==> config.mk <==
export PLATFORM = sky130hd
export DESIGN_NAME = sipo_word_rx
export DESIGN_NICKNAME = d
export VERILOG_FILES = /design/src/rtl/sipo_pkg.sv /design/src/rtl/sipo_out_buf.sv /design/src/rtl/sipo_word_rx.sv
export SDC_FILE = /design/constraint.sdc
export NUM_CORES = 1
export LEC_CHECK = 0
export BUFFER_PORTS_ARGS = -buffer_cell sky130_fd_sc_hd__buf_2
export CAP_MARGIN = 20
export CELL_PAD_IN_SITES_DETAIL_PLACEMENT = 1
export CELL_PAD_IN_SITES_GLOBAL_PLACEMENT = 1
export CORE_MARGIN = 3
export CORE_UTILIZATION = 25
export CTS_BUF_LIST = sky130_fd_sc_hd__clkbuf_4
export DETAILED_ROUTE_END_ITERATION = 8
export GPL_TIMING_DRIVEN = 0
export PLACE_DENSITY_LB_ADDON = 0.1
export SKIP_LAST_GASP = 1
export SLEW_MARGIN = 20
export SYNTH_ARGS = -nofsm -noshare
export SYNTH_HDL_FRONTEND = slang
export SYNTH_HIERARCHICAL = 1
export SYNTH_SLANG_ARGS = --single-unit
==> constraint.sdc <==
create_clock -name clk -period 1.7 [get_ports clk]
set_input_delay 0.34 -clock clk [delete_from_list [all_inputs] [get_ports clk]]
set_output_delay 0.34 -clock clk [all_outputs]
set_load 0.005 [all_outputs]
==> src/rtl/sipo_pkg.sv <==
// Shared constants and types for the serial-in/parallel-out word receiver.
package sipo_pkg;

    // Word length used when the receiver is paired with the 4-bit piso_sr.
    localparam int SIPO_DEFAULT_WIDTH = 4;

    // Output buffer occupancy: EMPTY means no unconsumed word is held.
    typedef enum logic {
        BUF_EMPTY = 1'b0,
        BUF_FULL  = 1'b1
    } buf_state_t;

    // Width of the bit counter; never below one bit so the port stays legal.
    function automatic int cntWidth(input int width);
        return (width < 2) ? 1 : $clog2(width);
    endfunction

endpackage

==> src/rtl/sipo_out_buf.sv <==
// One-entry valid/ready output buffer with sticky overrun detection.
module sipo_out_buf
    import sipo_pkg::*;
#(
    parameter int WIDTH = SIPO_DEFAULT_WIDTH
) (
    input  logic             clk,
    input  logic             reset,
    input  logic             i_sync_clr,
    input  logic             i_word_done,
    input  logic [WIDTH-1:0] i_word,
    input  logic             i_data_ready,
    output logic [WIDTH-1:0] o_data_out,
    output logic             o_data_valid,
    output logic             o_overrun
);

    buf_state_t       r_state;
    logic [WIDTH-1:0] r_data;
    logic             r_overrun;

    // Buffer FSM: capture completed words, release on handshake, flag words dropped while full.
    always_ff @(posedge clk or posedge reset) begin
        if (reset) begin
            r_state   <= BUF_EMPTY;
            r_data    <= '0;
            r_overrun <= 1'b0;
        end else begin
            case (r_state)
                BUF_EMPTY: begin
                    if (i_word_done) begin
                        r_state <= BUF_FULL;
                        r_data  <= i_word;
                    end
                end
                BUF_FULL: begin
                    if (i_data_ready) begin
                        if (i_word_done) begin
                            r_data <= i_word;
                        end else begin
                            r_state <= BUF_EMPTY;
                        end
                    end else if (i_word_done) begin
                        r_overrun <= 1'b1;
                    end
                end
                default: r_state <= BUF_EMPTY;
            endcase
            if (i_sync_clr) begin
                r_overrun <= 1'b0;
            end
        end
    end

    assign o_data_out   = r_data;
    assign o_data_valid = (r_state == BUF_FULL);
    assign o_overrun    = r_overrun;

endmodule

==> src/rtl/sipo_word_rx.sv <==
// Serial-in/parallel-out word receiver: shift register and bit counter feeding a one-entry buffer.
module sipo_word_rx
    import sipo_pkg::*;
#(
    parameter int WIDTH     = SIPO_DEFAULT_WIDTH,
    parameter int MSB_FIRST = 1
) (
    input  logic                          clk,
    input  logic                          reset,
    input  logic                          shift_en,
    input  logic                          serial_in,
    input  logic                          sync_clr,
    input  logic                          data_ready,
    output logic [WIDTH-1:0]              data_out,
    output logic                          data_valid,
    output logic                          overrun,
    output logic [cntWidth(WIDTH)-1:0]    bit_cnt
);

    localparam int               CNT_W = cntWidth(WIDTH);
    localparam logic [CNT_W-1:0] LAST  = CNT_W'(WIDTH - 1);

    logic [WIDTH-1:0] r_sr;
    logic [CNT_W-1:0] r_cnt;
    logic [WIDTH-1:0] w_sr_next;
    logic             w_last_bit;
    logic             w_word_done;

    // The first bit received ends up at the top for MSB-first and at bit 0 for LSB-first.
    generate
        if (MSB_FIRST != 0) begin : g_msb_first
            assign w_sr_next = {r_sr[WIDTH-2:0], serial_in};
        end else begin : g_lsb_first
            assign w_sr_next = {serial_in, r_sr[WIDTH-1:1]};
        end
    endgenerate

    // A word completes on the edge that samples its last bit; realign suppresses it.
    assign w_last_bit  = (r_cnt == LAST);
    assign w_word_done = shift_en && !sync_clr && w_last_bit;

    // Shifter and bit counter; realign takes priority over shifting.
    always_ff @(posedge clk or posedge reset) begin
        if (reset) begin
            r_sr  <= '0;
            r_cnt <= '0;
        end else if (sync_clr) begin
            r_sr  <= '0;
            r_cnt <= '0;
        end else if (shift_en) begin
            r_sr  <= w_sr_next;
            r_cnt <= w_last_bit ? '0 : r_cnt + CNT_W'(1);
        end
    end

    sipo_out_buf #(
        .WIDTH(WIDTH)
    ) u_out_buf (
        .clk          (clk),
        .reset        (reset),
        .i_sync_clr   (sync_clr),
        .i_word_done  (w_word_done),
        .i_word       (w_sr_next),
        .i_data_ready (data_ready),
        .o_data_out   (data_out),
        .o_data_valid (data_valid),
        .o_overrun    (overrun)
    );

    assign bit_cnt = r_cnt;

endmodule

Word level (Yosys, flattened, before mapping)
Index checks and enable logic that the tools add are counted.

Word-level logic and storage cells: 32. Output and inout port bits: 8. Input bits: 6. Flip-flop bits (word level): 11.

Bitwise operators: 1. Equality and inequality tests: 3. Mux-type cells: 15. Add/sub/neg operators: 1. Reductions and logical operators: 7.

Operators with widths (number): $mux 4 (2); $pmux 4 s2 (1); $mux 1 (6); $mux 2 (3); $mux 3 (2); $reduce_bool 2->1 (3); $ne 2x2->1 const B (2); $reduce_and 3->1 (1); $add 2x1->2 const B (1); $eq 2x2->1 const B (1); $logic_and 1x1->1 (2); $pmux 1 s2 (1); $logic_not 1->1 (1); $not 1->1 (1).

Longest topological paths before layout
Gate-level depths: netlist of run 1.

Depth after elaboration: 7. Depth in mapped cells: 5. Gate-level depth less buffers: 5.

By module
The synthesis of run 1 kept the hierarchy.

Modules (own cells, without submodules): sipo_out_buf (area each 260.2 um^2, times used 1, seq. area each 150.1 um^2, cells each 17); sipo_word_rx (area each 239.0 um^2, times used 1, seq. area each 125.1 um^2, cells each 21).

Worst setup path before layout of run 1
OpenSTA, ideal clock, no wires.

Path type: reg-to-reg. From: reg r_cnt[0], in the netlist bit_cnt[0]. To: reg u_out_buf.r_data[0], in the netlist u_out_buf/o_data_out[0]. Library setup time: 0.125 ns. Data arrival time: 1.181 ns. Buffers on the path: 0. Slack: 0.394 ns. Data required time: 1.575 ns. Period minus slack after synthesis: 1.306 ns. Stages on the path, launching flop included: 6. Path through: dfrtp_1 ha_1 nand2_1 nor2_1 nand2_4 mux2_4.

Word-level cells in the longest chain between the ends: 5.

RTL lines: start, declared (line sipo_word_rx.sv:24) `logic [CNT_W-1:0] r_cnt;`; start signal, assigned (line sipo_word_rx.sv:52) `r_cnt <= w_last_bit ? '0 : r_cnt + CNT_W'(1);`; $eq 2x2->1 * (line sipo_word_rx.sv:39) `assign w_last_bit = (r_cnt == LAST);`; $logic_and 1x1->1 * (line sipo_word_rx.sv:40) `assign w_word_done = shift_en && !sync_clr && w_last_bit;`; named net w_word_done (line sipo_word_rx.sv:27) `logic w_word_done;`; $mux 4 *; $mux 4; $pmux 4 s2 *; end signal, assigned (line sipo_out_buf.sv:33) `r_data <= i_word;`; end signal, assigned (line sipo_out_buf.sv:39) `r_data <= i_word;`; end, declared (line sipo_out_buf.sv:19) `logic [WIDTH-1:0] r_data;`.

The timed path passes the listed nets; every way through them passes the cells marked *. The select of a mux whose other input is x is not followed. A chain may end at the register's enable or synchronous reset.

Final worst setup path of run 1
Ends and elaborated chain as after synthesis.

==> results of run 1 <==
[timing repair]
action	4_1_cts	5_1_grt
endpoints found under the setup margin	0	0
hold endpoints to repair	11	0
gates resized for setup	0	0
hold buffers	1	0
buffers inserted	0	0
[sequential cells by signal, summed over array words and instances (netlist names)]
register / flops
bit_cnt: 2
r_sr: 3
u_out_buf/o_data_out: 4
u_out_buf/o_data_valid: 1
u_out_buf/o_overrun: 1
[layer usage]
layer | vias to the layer above | track usage | wire length, um
met1 | 158 | 0.104 | 439
met3 | 2 | 0.0326 | 65
li1 | 157 | - | -
met2 | 13 | 0.137 | 432
met5 | - | 0 | 0
met4 | 0 | 0.0538 | 17
[layout by cell type (no fill, tap or decap)]
master,count
mux2_4,4
nand2b_1,1
or3b_1,1
nor2_1,6
a31oi_1,1
mux2i_1,4
or2b_1,1
nand2_4,1
dfrtp_1,11
ha_1,1
nand2_1,1
clkbuf_4,3
dlygate4sd3_1,1
buf_6,1
buf_2,12
a21oi_2,1
inv_1,3
nand2b_4,1
clkinv_2,1
[logic make-up after synthesis]
kind of cell / share of synthesized area
adders and majority gates: 0.0251
AOI/OAI and AO/OA: 0.0301
and+or+nand+nor: 0.148
buffers and inverters: 0.0451
DFF: 0.551
muxes: 0.201
[layout make-up]
cell class,count,area [um^2],area share
sequential,11,275,0.438
tap,25,31.3,0.0498
clock buffer,3,22.5,0.0359
inverter,3,11.3,0.0179
clock inverter,1,5.00,0.00797
buffer,1,11.3,0.0179
multi-input combinational,23,201,0.321
timing repair buffer,13,70.1,0.112
[through the flow]
step | cells | setup WS [ns] | util
6_report | 80 | 0.307 | 0.349
5_1_grt | 80 | 0.196 | 0.349
4_1_cts | 80 | 0.285 | 0.349
3_5_place_dp | 75 | 0.288 | 0.328
3_3_place_gp | 75 | 0.348 | 0.328
2_1_floorplan | 38 | 0.394 | -
[synth_stat cells]
library cell,instances
nand2b_4,1
nand2_4,1
inv_1,3
mux2i_1,4
ha_1,1
a31oi_1,1
buf_6,1
nor2_1,6
nand2b_1,1
or3b_1,1
mux2_4,4
dfrtp_1,11
a21oi_2,1
or2b_1,1
nand2_1,1
[power groups by stage]
stage | clock (W) | sequential (W) | combinational, W
finish | 0.000181 | 0.000282 | 0.0000585
CTS | 0.000192 | 0.000283 | 0.0000605
global route | 0.000199 | 0.000284 | 0.0000665
global placement | 0 | 0.000286 | 0.0000551
detailed placement | 0 | 0.000288 | 0.0000582
floorplan | 0 | 0.000287 | 0.0000333
[path summary, 6_finish.rpt]
| path | startpoint | end | slack [ns] |
|---|---|---|---|
| max | bit_cnt[0] | u_out_buf/o_data_out[0] | 0.31 |
| min | sync_clr | bit_cnt[0] | 0.31 |
| max reg2reg | bit_cnt[0] | u_out_buf/o_data_out[0] | 0.31 |
| min reg2reg | u_out_buf/o_overrun | u_out_buf/o_overrun | 0.49 |
| max in group asynchronous | reset | u_out_buf/o_data_out[3] | 0.99 |
| min in group asynchronous | reset | bit_cnt[0] | 0.51 |
==> run metrics, run 1 <==
status completed; Slew @ Worst Pin 0.291 ns; Critical Path Max Stage Delay 0.38 ns; maximum clock rate 0.718 GHz; pwr/cell area 831 nW/um^2; max-cap viol count 0; fillers 221; via/cell ratio 4.13; Crit-path slowest cell dfrtp_1; Ant. Diodes 0; Placement Cell Area 591 um^2; total net switching power 0.000129 W; Clk Latency, worst-skew pair 0.27 ns; ratio of cells with drive above 1 in the final layout 0.436; relative slew slack 0.805; clock tree sinks 11; Max H-tree Level 1; 1st-iter DRT viols 2; first-pass GRT wire length 1670 um; RSZ-0062 raised after global routing no; gr ovfl total 0; Die W 50.7 um; dominant cell type by area after synthesis dfrtp_1; flops & latches, synth 11; CTS tree built; CP Class flop to flop; count of different cell masters after synthesis 15; Yosys warnings 6; crit-path cells ha_1 -> nand2_1 -> nor2_1 -> nand2_4 -> mux2_4; Routed Antenna Nets 0; setup_tns 0 ns; Logic pwr share 0.112; hold slack 0.307 ns; Slew Viols, Final 0; CTS root buf clkbuf_4; vias in the first global route 377; Site Rows 15; Crit path depth 5; clock share of power 0.347; Setup-failing EPs final 0; cts bufs inserted 3; syn nets 45; Hold Crit Class input pin to flop; initial core utilization 0.277; final WL 955 um; nets 63; post-route minimum period 1.39 ns; switching share of power 0.247; Crit path max-delay family simple AND/OR/NAND/NOR gates; top post-synthesis cells by area dfrtp_1 55%, mux2_4 12%, mux2i_1 8.0%; antenna violations before repair 0; Port-buffer cells 12; Clk pin slew, worst setup/hold paths 0.07 ns; VDD IR max 332 uV; Hold Crit Depth 2; Total Power 0.000522 W; vias 330; Setup Skew 0.000524 ns; Worst Setup End Kind flop; Worst R2R Path Depth 5; Critical Path RT 1.86 ns; num ports 14; Avg Cell Area, Syn 13.1 um^2; Flop pwr share 0.540; Buffers & Inverters on Critical Path 0; Pleak 0.362 nW; startpoint types flop; Core Box Area 1800 um^2; DP HPWL 814 um; Clock Path Buffers 2; Yosys top cell area share 0.551; Final Hold Viols 0; Area growth, synth to finish 25.8%; Residual DRC 0; CP max FO 4; crit path DAT 1.55 ns; sequential area share after synthesis 0.551; Post-Syn Instances 38; mapped cell area 499 um^2; post-route clock period utilization 0.819; GRT Util Overall 0.0889; die area 2570 um^2; WL/cell 11.9 um; largest net degree at the start of global routing 8; Die Height 50.7 um; Final Cell Area 628 um^2; gpl congestion 0.681; First-pass DRT Iterations 2; Pint 0.000393 W
No activity file was read; power rests on OpenSTA's default activity.
==> inputs of run 2 (changes only) <==
clock period = 1.4 ns   (was 1.7 ns; I/O delays follow)
==> run 2 against run 1 <==
  * Clock-buffer cell count unchanged
  * Maximum frequency increased by 7.7%
  * Via count is 1.2% higher
  * Clock power rose by 22%
  * Critical path depth unchanged
  * Die area unchanged
  * Total power is 22% higher
  * Combinational power increased by 23%
  * Sequential share of layout area decreased by 0.52 points
  * Global-route usage unchanged
  * Utilization is 0.42 points higher
  * Clock skew about the same
  * Critical endpoint unchanged
==> run metrics, run 2 (synthesis results as in run 1) <==
CP max FO 4; Ant. Diodes 0; Post-CTS Repair Setup Buffers 0; Flop pwr share 0.539; Hold Crit Class input pin to flop; startpoint types flop; RSZ-0062 raised after global routing no; Die Height 50.7 um; vias in the first global route 377; Finished Core Util 0.353; clock tree sinks 11; Die W 50.7 um; pwr/cell area 999 nW/um^2; Worst Setup End Kind flop; Setup-failing EPs final 0; Final Hold Viols 0; nets 63; max-cap viol count 0; 1st-iter DRT viols 2; relative slew slack 0.852; crit path DAT 1.45 ns; fin cells 80; Core Box Area 1800 um^2; Placed Instances 75; Slew Viols, Final 0; ratio of cells with drive above 1 in the final layout 0.455; First-pass DRT Iterations 2; WL/cell 11.9 um; Clk Latency, worst-skew pair 0.27 ns; cts bufs inserted 3; Max H-tree Level 1; commonest non-fill, non-tap cell in the layout buf_2; die area 2570 um^2; Clk pin slew, worst setup/hold paths 0.07 ns; CTS root buf clkbuf_4; Hold Crit Depth 2; CTS tree built; hold slack 0.266 ns; gr ovfl total 0; Worst R2R Path Depth 5; GRT Util Overall 0.0889; Routed Antenna Nets 0; Slew @ Worst Pin 0.222 ns; switching share of power 0.248; Critical Path RT 1.56 ns; Setup Skew 0.000637 ns; CP Class flop to flop; clock share of power 0.347; num ports 14; max reg flops 4; first-pass GRT wire length 1670 um; vias 334; largest net degree at the start of global routing 8; Site Rows 15; DP HPWL 814 um; Pint 0.000477 W; Area growth, synth to finish 27.3%; maximum clock rate 0.773 GHz; Port-buffer cells 12; antenna violations before repair 0; Pleak 0.362 nW; VDD IR max 403 uV; Logic pwr share 0.114; total net switching power 0.000158 W; post-route minimum period 1.29 ns; via/cell ratio 4.18; most frequent cells in the layout 12 x buf_2, 11 x dfrtp_1, 5 x nor2_1, 4 x mux2i_1, 4 x mux2_4; final WL 955 um; initial core utilization 0.277; status completed; gpl congestion 0.681; post-route clock period utilization 0.924; Residual DRC 0; Clock Path Buffers 2
## run 2: metal layers
metal | global-route usage | share of wire
met1 | 0.104 | 0.46
met2 | 0.137 | 0.45
met3 | 0.0326 | 0.068
met4 | 0.0538 | 0.018
met5 | 0 | 0
## run 2: what timing repair did
item	in CTS	in global routing
resized for setup	1	1
endpoints found under the hold margin	11	0
cloned	0	0
endpoints found under the setup margin	4	4
hold buffers	1	0
## run 2: cell type report
| type | count | area (um^2) |
|---|---|---|
| buffer | 1 | 11.3 |
| clock buffer | 3 | 22.5 |
| clock inverter | 1 | 5.00 |
| fill | 222 | 1170 |
| inverter | 3 | 11.3 |
| multi-input combinational | 23 | 209 |
| sequential | 11 | 275 |
| tap | 25 | 31.3 |
| timing repair buffer | 13 | 70.1 |
## run 2: per-stage QoR
stage | setup slack (ns) | total power, W | instance area [um^2] | TNS [ns]
3_3_place_gp | 0.0481 | 0.000415 | 591 | 0
6_report | 0.107 | 0.000635 | 636 | 0
4_1_cts | 0.0726 | 0.000650 | 631 | 0
2_1_floorplan | 0.0938 | 0.000389 | 499 | 0
5_1_grt | 0.0271 | 0.000669 | 636 | 0
3_5_place_dp | -0.0123 | 0.000420 | 591 | -0.0345
## run 2: path summary, 6_finish.rpt
check	from	endpoint	slack, ns
max in group asynchronous	reset	u_out_buf/o_data_out[3]	0.75
worst min register to register	u_out_buf/o_overrun	u_out_buf/o_overrun	0.49
worst max register to register	bit_cnt[0]	u_out_buf/o_data_out[0]	0.11
min in group asynchronous	reset	bit_cnt[0]	0.45
worst max-delay path	bit_cnt[0]	u_out_buf/o_data_out[0]	0.11
worst min-delay path	serial_in	u_out_buf/o_data_out[0]	0.27
## run 2: power groups by stage
stage	logic [W]	registers, W	clock network [W]
after floorplan	0.0000404	0.000349	0
after global placement	0.0000669	0.000348	0
after detailed placement	0.0000707	0.000350	0
after CTS	0.0000738	0.000343	0.000233
after global routing	0.0000820	0.000345	0.000242
final	0.0000721	0.000342	0.000220
## run 2: worst max-delay path, stage by stage, from the launching register on
cell and delay (ns):
dfrtp_1 0.41, ha_1 0.21, nand2_1 0.11, nor2_4 0.05
nand2_4 0.10, mux2_4 0.30
